<file path="src/rtl/vga_pkg.sv">
// Shared types and 640x480@60 timing constants for the VGA raster generator.
package vga_pkg;

   typedef enum logic [1:0] {ST_ACTIVE, ST_FP, ST_SYNC, ST_BP} axis_state_e;

   function automatic int axis_total(input int active, input int fp,
                                     input int sync, input int bp);
      return active + fp + sync + bp;
   endfunction

   localparam int VGA_H_ACTIVE = 640;
   localparam int VGA_H_FP     = 16;
   localparam int VGA_H_SYNC   = 96;
   localparam int VGA_H_BP     = 48;
   localparam int VGA_V_ACTIVE = 480;
   localparam int VGA_V_FP     = 10;
   localparam int VGA_V_SYNC   = 2;
   localparam int VGA_V_BP     = 33;
   localparam int VGA_CW       = 12;

   localparam int VGA_H_TOTAL = axis_total(VGA_H_ACTIVE, VGA_H_FP, VGA_H_SYNC, VGA_H_BP);
   localparam int VGA_V_TOTAL = axis_total(VGA_V_ACTIVE, VGA_V_FP, VGA_V_SYNC, VGA_V_BP);

endpackage

</file>
<file path="src/rtl/vga_axis_fsm.sv">
// One raster axis: ACTIVE -> FP -> SYNC -> BP segment FSM with position counter,
// registered sync level and an end-of-axis wrap pulse.
module vga_axis_fsm
   import vga_pkg::*;
#(
   parameter int ACTIVE = VGA_H_ACTIVE,
   parameter int FP     = VGA_H_FP,
   parameter int SYNC   = VGA_H_SYNC,
   parameter int BP     = VGA_H_BP,
   parameter bit POL    = 1'b0,
   parameter int CW     = VGA_CW
) (
   input  logic          clk,
   input  logic          rst,
   input  logic          step_i,
   output axis_state_e   state_nxt_o,
   output logic [CW-1:0] pos_o,
   output logic          sync_o,
   output logic          wrap_o
);

   localparam int TOTAL = axis_total(ACTIVE, FP, SYNC, BP);

   if (ACTIVE < 1 || FP < 1 || SYNC < 1 || BP < 1) begin : g_bad_len
      $error("vga_axis_fsm: every segment length must be at least 1");
   end
   if (TOTAL - 1 >= (2 ** CW)) begin : g_bad_cw
      $error("vga_axis_fsm: CW too narrow for TOTAL-1");
   end

   axis_state_e   state_q, state_d;
   logic [CW-1:0] seg_q, seg_d;
   logic [CW-1:0] pos_q, pos_d;
   logic          sync_q, sync_d;
   logic [CW-1:0] seg_last;
   logic          wrap;

   always_comb begin
      state_d  = state_q;
      seg_d    = seg_q;
      pos_d    = pos_q;
      wrap     = 1'b0;
      seg_last = '0;
      case (state_q)
         ST_ACTIVE: seg_last = CW'(ACTIVE - 1);
         ST_FP:     seg_last = CW'(FP - 1);
         ST_SYNC:   seg_last = CW'(SYNC - 1);
         ST_BP:     seg_last = CW'(BP - 1);
         default:   seg_last = '0;
      endcase
      if (step_i) begin
         if (seg_q == seg_last) begin
            seg_d = '0;
            case (state_q)
               ST_ACTIVE: state_d = ST_FP;
               ST_FP:     state_d = ST_SYNC;
               ST_SYNC:   state_d = ST_BP;
               default:   state_d = ST_ACTIVE;
            endcase
         end else begin
            seg_d = seg_q + 1'b1;
         end
         // Leaving BP is the last position of the axis.
         if (state_q == ST_BP && seg_q == seg_last) begin
            wrap  = 1'b1;
            pos_d = '0;
         end else begin
            pos_d = pos_q + 1'b1;
         end
      end
      sync_d = (state_d == ST_SYNC) ? POL : ~POL;
   end

   always_ff @(posedge clk) begin
      if (rst) begin
         state_q <= ST_ACTIVE;
         seg_q   <= '0;
         pos_q   <= '0;
         sync_q  <= ~POL;
      end else begin
         state_q <= state_d;
         seg_q   <= seg_d;
         pos_q   <= pos_d;
         sync_q  <= sync_d;
      end
   end

   assign state_nxt_o = state_d;
   assign pos_o       = pos_q;
   assign sync_o      = sync_q;
   assign wrap_o      = wrap;

endmodule

</file>
<file path="src/rtl/vga_timing_fsm.sv">
// VGA raster timing generator driven by a one-clk pixel-enable tick.
// Define VGA_TIMING_SYNC_ALIGN_EN to delay hsync/vsync/video_on by two pixel ticks.
module vga_timing_fsm
   import vga_pkg::*;
#(
   parameter int H_ACTIVE = VGA_H_ACTIVE,
   parameter int H_FP     = VGA_H_FP,
   parameter int H_SYNC   = VGA_H_SYNC,
   parameter int H_BP     = VGA_H_BP,
   parameter int V_ACTIVE = VGA_V_ACTIVE,
   parameter int V_FP     = VGA_V_FP,
   parameter int V_SYNC   = VGA_V_SYNC,
   parameter int V_BP     = VGA_V_BP,
   parameter bit HS_POL   = 1'b0,
   parameter bit VS_POL   = 1'b0,
   parameter int CW       = VGA_CW
) (
   input  logic          clk,
   input  logic          rst,
   input  logic          pix_en,
   output logic          hsync,
   output logic          vsync,
   output logic          video_on,
   output logic [CW-1:0] pix_x,
   output logic [CW-1:0] pix_y,
   output logic          line_start,
   output logic          frame_start
);

   axis_state_e h_nxt, v_nxt;
   logic        h_sync, v_sync;
   logic        h_wrap, v_wrap;
   logic        v_step;

   assign v_step = h_wrap & pix_en;

   vga_axis_fsm #(
      .ACTIVE(H_ACTIVE), .FP(H_FP), .SYNC(H_SYNC), .BP(H_BP), .POL(HS_POL), .CW(CW)
   ) u_h_axis (
      .clk         (clk),
      .rst         (rst),
      .step_i      (pix_en),
      .state_nxt_o (h_nxt),
      .pos_o       (pix_x),
      .sync_o      (h_sync),
      .wrap_o      (h_wrap)
   );

   vga_axis_fsm #(
      .ACTIVE(V_ACTIVE), .FP(V_FP), .SYNC(V_SYNC), .BP(V_BP), .POL(VS_POL), .CW(CW)
   ) u_v_axis (
      .clk         (clk),
      .rst         (rst),
      .step_i      (v_step),
      .state_nxt_o (v_nxt),
      .pos_o       (pix_y),
      .sync_o      (v_sync),
      .wrap_o      (v_wrap)
   );

   logic video_on_q, video_on_d;
   logic line_q, line_d;
   logic frame_q, frame_d;

   always_comb begin
      video_on_d = video_on_q;
      if (pix_en) begin
         video_on_d = (h_nxt == ST_ACTIVE) && (v_nxt == ST_ACTIVE);
      end
      // Strobes are single-clk pulses; wraps only fire on pix_en cycles.
      line_d  = h_wrap;
      frame_d = h_wrap & v_wrap;
   end

   always_ff @(posedge clk) begin
      if (rst) begin
         video_on_q <= 1'b1;
         line_q     <= 1'b0;
         frame_q    <= 1'b0;
      end else begin
         video_on_q <= video_on_d;
         line_q     <= line_d;
         frame_q    <= frame_d;
      end
   end

   assign line_start  = line_q;
   assign frame_start = frame_q;

`ifdef VGA_TIMING_SYNC_ALIGN_EN
   logic [1:0] hs_dly_q, vs_dly_q, vid_dly_q;

   always_ff @(posedge clk) begin
      if (rst) begin
         hs_dly_q  <= {2{~HS_POL}};
         vs_dly_q  <= {2{~VS_POL}};
         vid_dly_q <= 2'b00;
      end else if (pix_en) begin
         hs_dly_q  <= {hs_dly_q[0], h_sync};
         vs_dly_q  <= {vs_dly_q[0], v_sync};
         vid_dly_q <= {vid_dly_q[0], video_on_q};
      end
   end

   assign hsync    = hs_dly_q[1];
   assign vsync    = vs_dly_q[1];
   assign video_on = vid_dly_q[1];
`else
   assign hsync    = h_sync;
   assign vsync    = v_sync;
   assign video_on = video_on_q;
`endif

endmodule

</file>
<file path="config.mk">
export PLATFORM = sky130hd
export DESIGN_NAME = vga_timing_fsm
export DESIGN_NICKNAME = d
export VERILOG_FILES = /design/src/rtl/vga_pkg.sv /design/src/rtl/vga_axis_fsm.sv /design/src/rtl/vga_timing_fsm.sv
export SDC_FILE = /design/constraint.sdc
export NUM_CORES = 1
export LEC_CHECK = 0
export CAP_MARGIN = 15
export CORE_MARGIN = 5
export CORE_UTILIZATION = 56
export CTS_CLUSTER_SIZE = 30
export DETAILED_ROUTE_END_ITERATION = 7
export PLACE_DENSITY = 0.79
export SLEW_MARGIN = 0
export SYNTH_ARGS = -nofsm -noshare
export SYNTH_HDL_FRONTEND = slang
export SYNTH_HIERARCHICAL = 1
export SYNTH_SLANG_ARGS = --single-unit
</file>
<file path="constraint.sdc">
create_clock -name clk -period 3.45 [get_ports clk]
set_input_delay 1.035 -clock clk [delete_from_list [all_inputs] [get_ports clk]]
set_output_delay 1.035 -clock clk [all_outputs]
set_load 0.1 [all_outputs]
</file>
Word-level counts from Yosys, hierarchy flattened
Index checks and enable logic that the tools add are counted.
Widths: inputs -> output; s select.
- memories kept: 0
- register bits after elaboration: 57
- ROM bits: 0
- input bits: 3
- latch bits: 0
- bits in writable memories: 0
- output and inout bits: 29
- bitwise operators: 2
- magnitude comparators: 0
- reductions and logical operators: 7
- div/mod/pow operators: 0
- shift-type cells: 0
- equal/unequal tests: 10
- multiply operators: 0
- add/subtract/negate cells: 4
- mux-type cells: 18
- operators by type and width (cell ; number):
    $pmux 12 s4 ; 2
    $add 12x1->12 const B ; 4
    $mux 12 ; 4
    $eq 12x12->1 ; 2
    $eq 2x2->1 const B ; 6
    $pmux 2 s3 ; 2
    $logic_not 2->1 ; 4
    $mux 2 ; 4
    $mux 1 ; 6
    $eq 2x1->1 const B ; 2
    $logic_and 1x1->1 ; 3
    $and 1x1->1 ; 2

Longest topological paths before layout
Gate-level depths: netlist (run 1).
- depth in word-level cells: 10
- depth in mapped cells: 12
- mapped depth without buffers: 12

By module
Netlist (run 1), hierarchy kept.
- modules (own cells, without submodules) (module ; cells each ; instances ; area each (um^2)):
    vga_axis_fsm at u_v_axis ; 154 ; 1 ; 1415.1
    vga_axis_fsm at u_h_axis ; 150 ; 1 ; 1332.5
    vga_timing_fsm ; 9 ; 1 ; 106.4

Least setup slack after synthesis (run 1)
OpenSTA, ideal clock, no wires.
- path type: in2reg
- from: input port pix_en
- to: register video_on_q, in the netlist video_on
- cell stages on the path: 9
- buffers on the path: 0
- arrival: 2.995 ns
- setup slack: 0.397 ns
- cell sequence: nand4_2 > nor4_1 > and2_1 > nor4b_1 > o21ai_1 > nor4_1 > nor2_1 > nor4_2 > a211o_1
- cells in the longest elaborated chain, start to end: 5
- elaborated cells on any way between the ends: 7
- those cells by class: 3 x mux; 1 x bitwise; 3 x reduce/logical
- ends and longest elaborated chain (what ; RTL line ; RTL):
    from (decl) ; vga_timing_fsm.sv:20 ; input logic pix_en,
    $mux 1 ; vga_axis_fsm.sv:51 ; if (step_i) begin
    via h_wrap ; vga_timing_fsm.sv:32 ; logic h_wrap, v_wrap;
    $and 1x1->1 ; vga_timing_fsm.sv:35 ; assign v_step = h_wrap & pix_en;
    via v_step ; vga_timing_fsm.sv:33 ; logic v_step;
    $mux 2 ; vga_axis_fsm.sv:51 ;
    via v_nxt[0] ; vga_timing_fsm.sv:30 ; axis_state_e h_nxt, v_nxt;
    $logic_not 2->1 ; vga_timing_fsm.sv:68 ; video_on_d = (h_nxt == ST_ACTIVE) && (v_nxt == ST_ACTIVE);
    $logic_and 1x1->1 ; vga_timing_fsm.sv:68 ;
    to (signal assigned) ; vga_timing_fsm.sv:81 ; video_on_q <= video_on_d;
    to (decl) ; vga_timing_fsm.sv:61 ; logic video_on_q, video_on_d;
The timed path passes the listed nets, and every way through them passes these cells.
A chain may end at the register's enable or synchronous reset.

Final worst setup path (run 1)
- from: register u_h_axis.state_q[0]
- to: register video_on_q, in the netlist video_on
- cells in the longest elaborated chain, start to end: 10
- elaborated cells on any way between the ends: 17
- those cells by class: 4 x eq/ne; 7 x mux; 1 x bitwise; 5 x reduce/logical
- ends and longest elaborated chain (what ; RTL line ; RTL):
    from (decl) ; vga_axis_fsm.sv:31 ; axis_state_e state_q, state_d;
    from (signal assigned) ; vga_axis_fsm.sv:81 ; state_q <= state_d;
    $eq 2x2->1, or another cell as far along ; vga_axis_fsm.sv:44, vga_axis_fsm.sv:64 ;
    $pmux 12 s4 ; vga_axis_fsm.sv:44 ; case (state_q)
    $eq 12x12->1 ; vga_axis_fsm.sv:64 ; if (state_q == ST_BP && seg_q == seg_last) begin
    $logic_and 1x1->1 * ; vga_axis_fsm.sv:64 ;
    $mux 1 * ; vga_axis_fsm.sv:64 ;
    $mux 1 * ; vga_axis_fsm.sv:51 ;
    via h_wrap ; vga_timing_fsm.sv:32 ;
    $and 1x1->1 * ; vga_timing_fsm.sv:35 ;
    via v_step ; vga_timing_fsm.sv:33 ;
    $mux 2 * ; vga_axis_fsm.sv:51 ;
    via v_nxt[0] ; vga_timing_fsm.sv:30 ;
    $logic_not 2->1 * ; vga_timing_fsm.sv:68 ;
    $logic_and 1x1->1 * ; vga_timing_fsm.sv:68 ;
Mark *: on every way through the listed nets, which the timed path passes. The rest lies on a longest branch. The select of a mux whose other input is x is not followed.

==> results of run 1 <==
==> kinds of logic (layout without fill, tap and decap cells) <==
group                      count (synthesis)  after routing  synth area share
muxes                                      5              5            0.0175
xor gates and xnor gates                  45             45             0.138
AOI/OAI and AO/OA                         26             26            0.0811
adders and majority gates                 12             12            0.0526
buffers and inverters                     18             65            0.0346
DFF                                       57             57             0.400
and+or+nand+nor                          150            150             0.276
==> cell type report <==
cell class                      instances  area, um^2  area share
Tap cell                               70        87.6      0.0259
Clock inverter                          1        5.00     0.00148
Inverter                               11        41.3      0.0122
Timing Repair Buffer                   41         325      0.0963
Multi-Input combinational cell        238        1630       0.483
Clock buffer                           12         145      0.0430
Sequential cell                        57        1140       0.338
==> sequential cells by signal, indices dropped and copies added, names as in the netlist <==
signal            cells
line_start            1
u_h_axis/pos_o       12
u_h_axis/seg_q       12
u_v_axis/state_q      2
u_h_axis/state_q      2
u_v_axis/seg_q       12
frame_start           1
u_v_axis/pos_o       12
u_h_axis/sync_o       1
u_v_axis/sync_o       1
video_on              1
==> power groups by stage <==
stage	clock [W]	sequential, W	combinational, W
global route	0.000552	0.000670	0.0000696
finish	0.000502	0.000670	0.0000650
detailed placement	0	0.000684	0.0000658
floorplan	0	0.000705	0.0000281
global placement	0	0.000684	0.0000645
CTS	0.000521	0.000670	0.0000661
==> layout by cell type, fill, tap and decap left out, types with 2 or more instances in the layout <==
master,instances
nor2_1,52
and3_2,2
clkdlybuf4s50_1,2
or2_2,2
buf_4,38
nor2b_1,2
clkbuf_8,10
xnor2_1,22
a21oi_1,7
mux2i_1,5
or4_1,2
and4_1,4
nand2_1,22
ha_1,12
dfxtp_1,57
xor2_1,23
nor4_1,5
o21ai_1,2
nand4_1,17
and2_1,3
inv_1,11
o21ai_0,2
o31ai_1,2
nor4_2,2
nand3_1,13
nor3b_1,3
clkbuf_1,2
nor3_1,10
and3_1,2
==> per-stage QoR <==
stage	hold WS [ns]	power, W	instance area [um^2]
after global placement	0.464	0.000749	3210
after CTS	0.485	0.00126	3360
after global routing	0.532	0.00129	3380
after floorplan	0.450	0.000734	2850
final	0.484	0.00124	3380
after detailed placement	0.476	0.000750	3210
==> worst max-delay path by stage <==
stage	startpoint	end	slack, ns	cells past startpoint
after floorplan	pix_en	video_on$_SDFFE_PP1P_	0.40	9
after global placement	pix_en	video_on$_SDFFE_PP1P_	-0.03	10
after detailed placement	pix_en	video_on$_SDFFE_PP1P_	-0.16	10
after CTS	u_h_axis/state_q[0]$_SDFF_PP0_	video_on$_SDFFE_PP1P_	0.18	12
after global routing	u_h_axis/state_q[0]$_SDFF_PP0_	video_on$_SDFFE_PP1P_	0.08	12
final	u_h_axis/state_q[0]$_SDFF_PP0_	video_on$_SDFFE_PP1P_	0.30	12
==> worst reg2reg max path, cell delays in order (launching register included) <==
cell     delay (ns)
dfxtp_1        0.47
inv_1          0.11
ha_1           0.35
xor2_1         0.24
nand3_1        0.13
nor4_2         0.29
and2_1         0.19
nor4b_2        0.22
o21ai_1        0.17
nor4_1         0.39
nor2_1         0.10
nor4_2         0.27
a211o_1        0.15
==> per-layer routing <==
layer  GRT usage  vias up  wire [um]
met5           0        -          0
met4      0.0946        0         74
met3      0.0588        6        224
met2       0.307       48       2690
met1       0.235     1107       2630
li1            -     1179          -
==> metrics, run 1 <==
crit path time final approximately 3.2 ns; Worst Setup Slack, final around 0.30 ns; Clk Latency, worst-skew pair about 0.33 ns; die extent in y 81.4 um; DR WL/cell between 10 and 15 um; Power Dens Cells roughly 370 nW/um^2; hold path startpoint u_v_axis/pos_o[11]$_SDFFE_PP0P_; fin cells between 400 and 500; Area Overhead vs Synth 18.3%; CP startpoint kind flop; die width around 81 um; CP Class reg2reg; DR DRC count 0; post-CTS resize count 0; worst slew pin tran 0.477 ns; placed insts 417; pre-CTS setup slack -0.165 ns; CTS tree done; CP most frequent cell nor4_2; core area between 5000 and 6000 um^2; status completed; Max stage delay on crit path 0.47 ns; Final HPWL DP slightly above 4000 um; first-pass iteration count of the detailed router 4; GPL Wtd Cong 0.808; clk slew on worst S/H paths about 0.06 ns; Max-Cap Viols 0; endpoint class of the critical path flop; Max clock buf depth 2; DRT iter0 DRCs 70; Syn. warnings 6; largest net degree at the start of global routing 15; Avg Inst Size Synth roughly 9.1 um^2; Comb pwr share 0.053; worst path bufs/invs 1; Final ANT Viol Nets 0; Cells after Synth 313; clk_skew about 0.008 ns; Int Power roughly 0.00095 W; share of cells above drive strength 1 0.192; Main synth FF type dfxtp_1; first-pass GRT wire length 9760 um; number of synthesized flops with an enable pin 0; Post-synth top cells dfxtp_1, nor2_1, xor2_1; Slew HR 0.681; HP Class reg2reg; initial core utilization 0.566; Yosys top cell by area dfxtp_1; Final setup viols 0; Distinct cells, synth 50; Post-CTS Hold Buffers 0; clock network fraction of total power 0.406; Crit Path Max Fanout 6; TritonCTS Buffers 9; Reg power frac 0.542; leak pwr roughly 1.3 nW; final wirelength between 5000 and 6000 um; vias in the first global route between 2000 and 2500; top cells by area, synth dfxtp_1, xor2_1, nor2_1; root buffer cell clkbuf_8; RR Endpoint video_on$_SDFFE_PP1P_; CP arrival roughly 3.4 ns; vias roughly 2300; RSZ-0062 raised after global routing no; most frequent cell after synthesis dfxtp_1; switching share of power 0.230; die area 6620 um^2; Fmax achieved around 0.32 GHz; flops & latches, synth 57; final setup TNS 0 ns; synthesized area between 2000 and 3000 um^2; FF-to-FF setup slack 0.30 ns; CP required 3.73 ns; Hold Fails Final Rpt 0; Synth top area share 0.400; crit-path leading delay family simple AND/OR/NAND/NOR gates; Clock Sinks 57; max-slew violation count 0; Critical R2R Launch u_h_axis/state_q[0]$_SDFF_PP0_; Async SR Flop Fraction 0; Port Buf Inserts 31; initial antenna violation count 0; depth of the worst hold-timing path 2; Layout fillers ~430; sequential area share after synthesis 0.400; CP cell instances inv_1 > ha_1 > xor2_1 > nand3_1 > nor4_2 > and2_1 > nor4b_2 > o21ai_1 > nor4_1 > nor2_1 > nor4_2 > a211o_1; Tcrit/Tclk final 0.913; Nets between 300 and 400; Critical-path top delay cell dfxtp_1; total net switching power roughly 0.00028 W; I/O pin count 32; postcts setup bufs 0; gr usage total 0.193; Antenna Cells 0; Hold Path End u_v_axis/pos_o[11]$_SDFFE_PP0P_; Finished Core Util 0.670; DR vias/cell approximately 5.4; maximum level of the CTS H-tree 3; grt ovf 0; FF-to-FF path depth 12; net count after synthesis approximately 330; row cnt 26; VDD IR max 0.337 mV
No activity file was read; power rests on OpenSTA's default activity.
==> inputs of run 2 (changes only) <==
--- a/config.mk
+++ b/config.mk
@@ -8,6 +8,7 @@
 export CAP_MARGIN = 15
 export CORE_MARGIN = 5
 export CORE_UTILIZATION = 56
+export CTS_CLUSTER_DIAMETER = 120
 export CTS_CLUSTER_SIZE = 30
 export DETAILED_ROUTE_END_ITERATION = 7
 export PLACE_DENSITY = 0.79
==> results of run 2 <==
Final layout, timing and power as in run 1 (identical DEF).
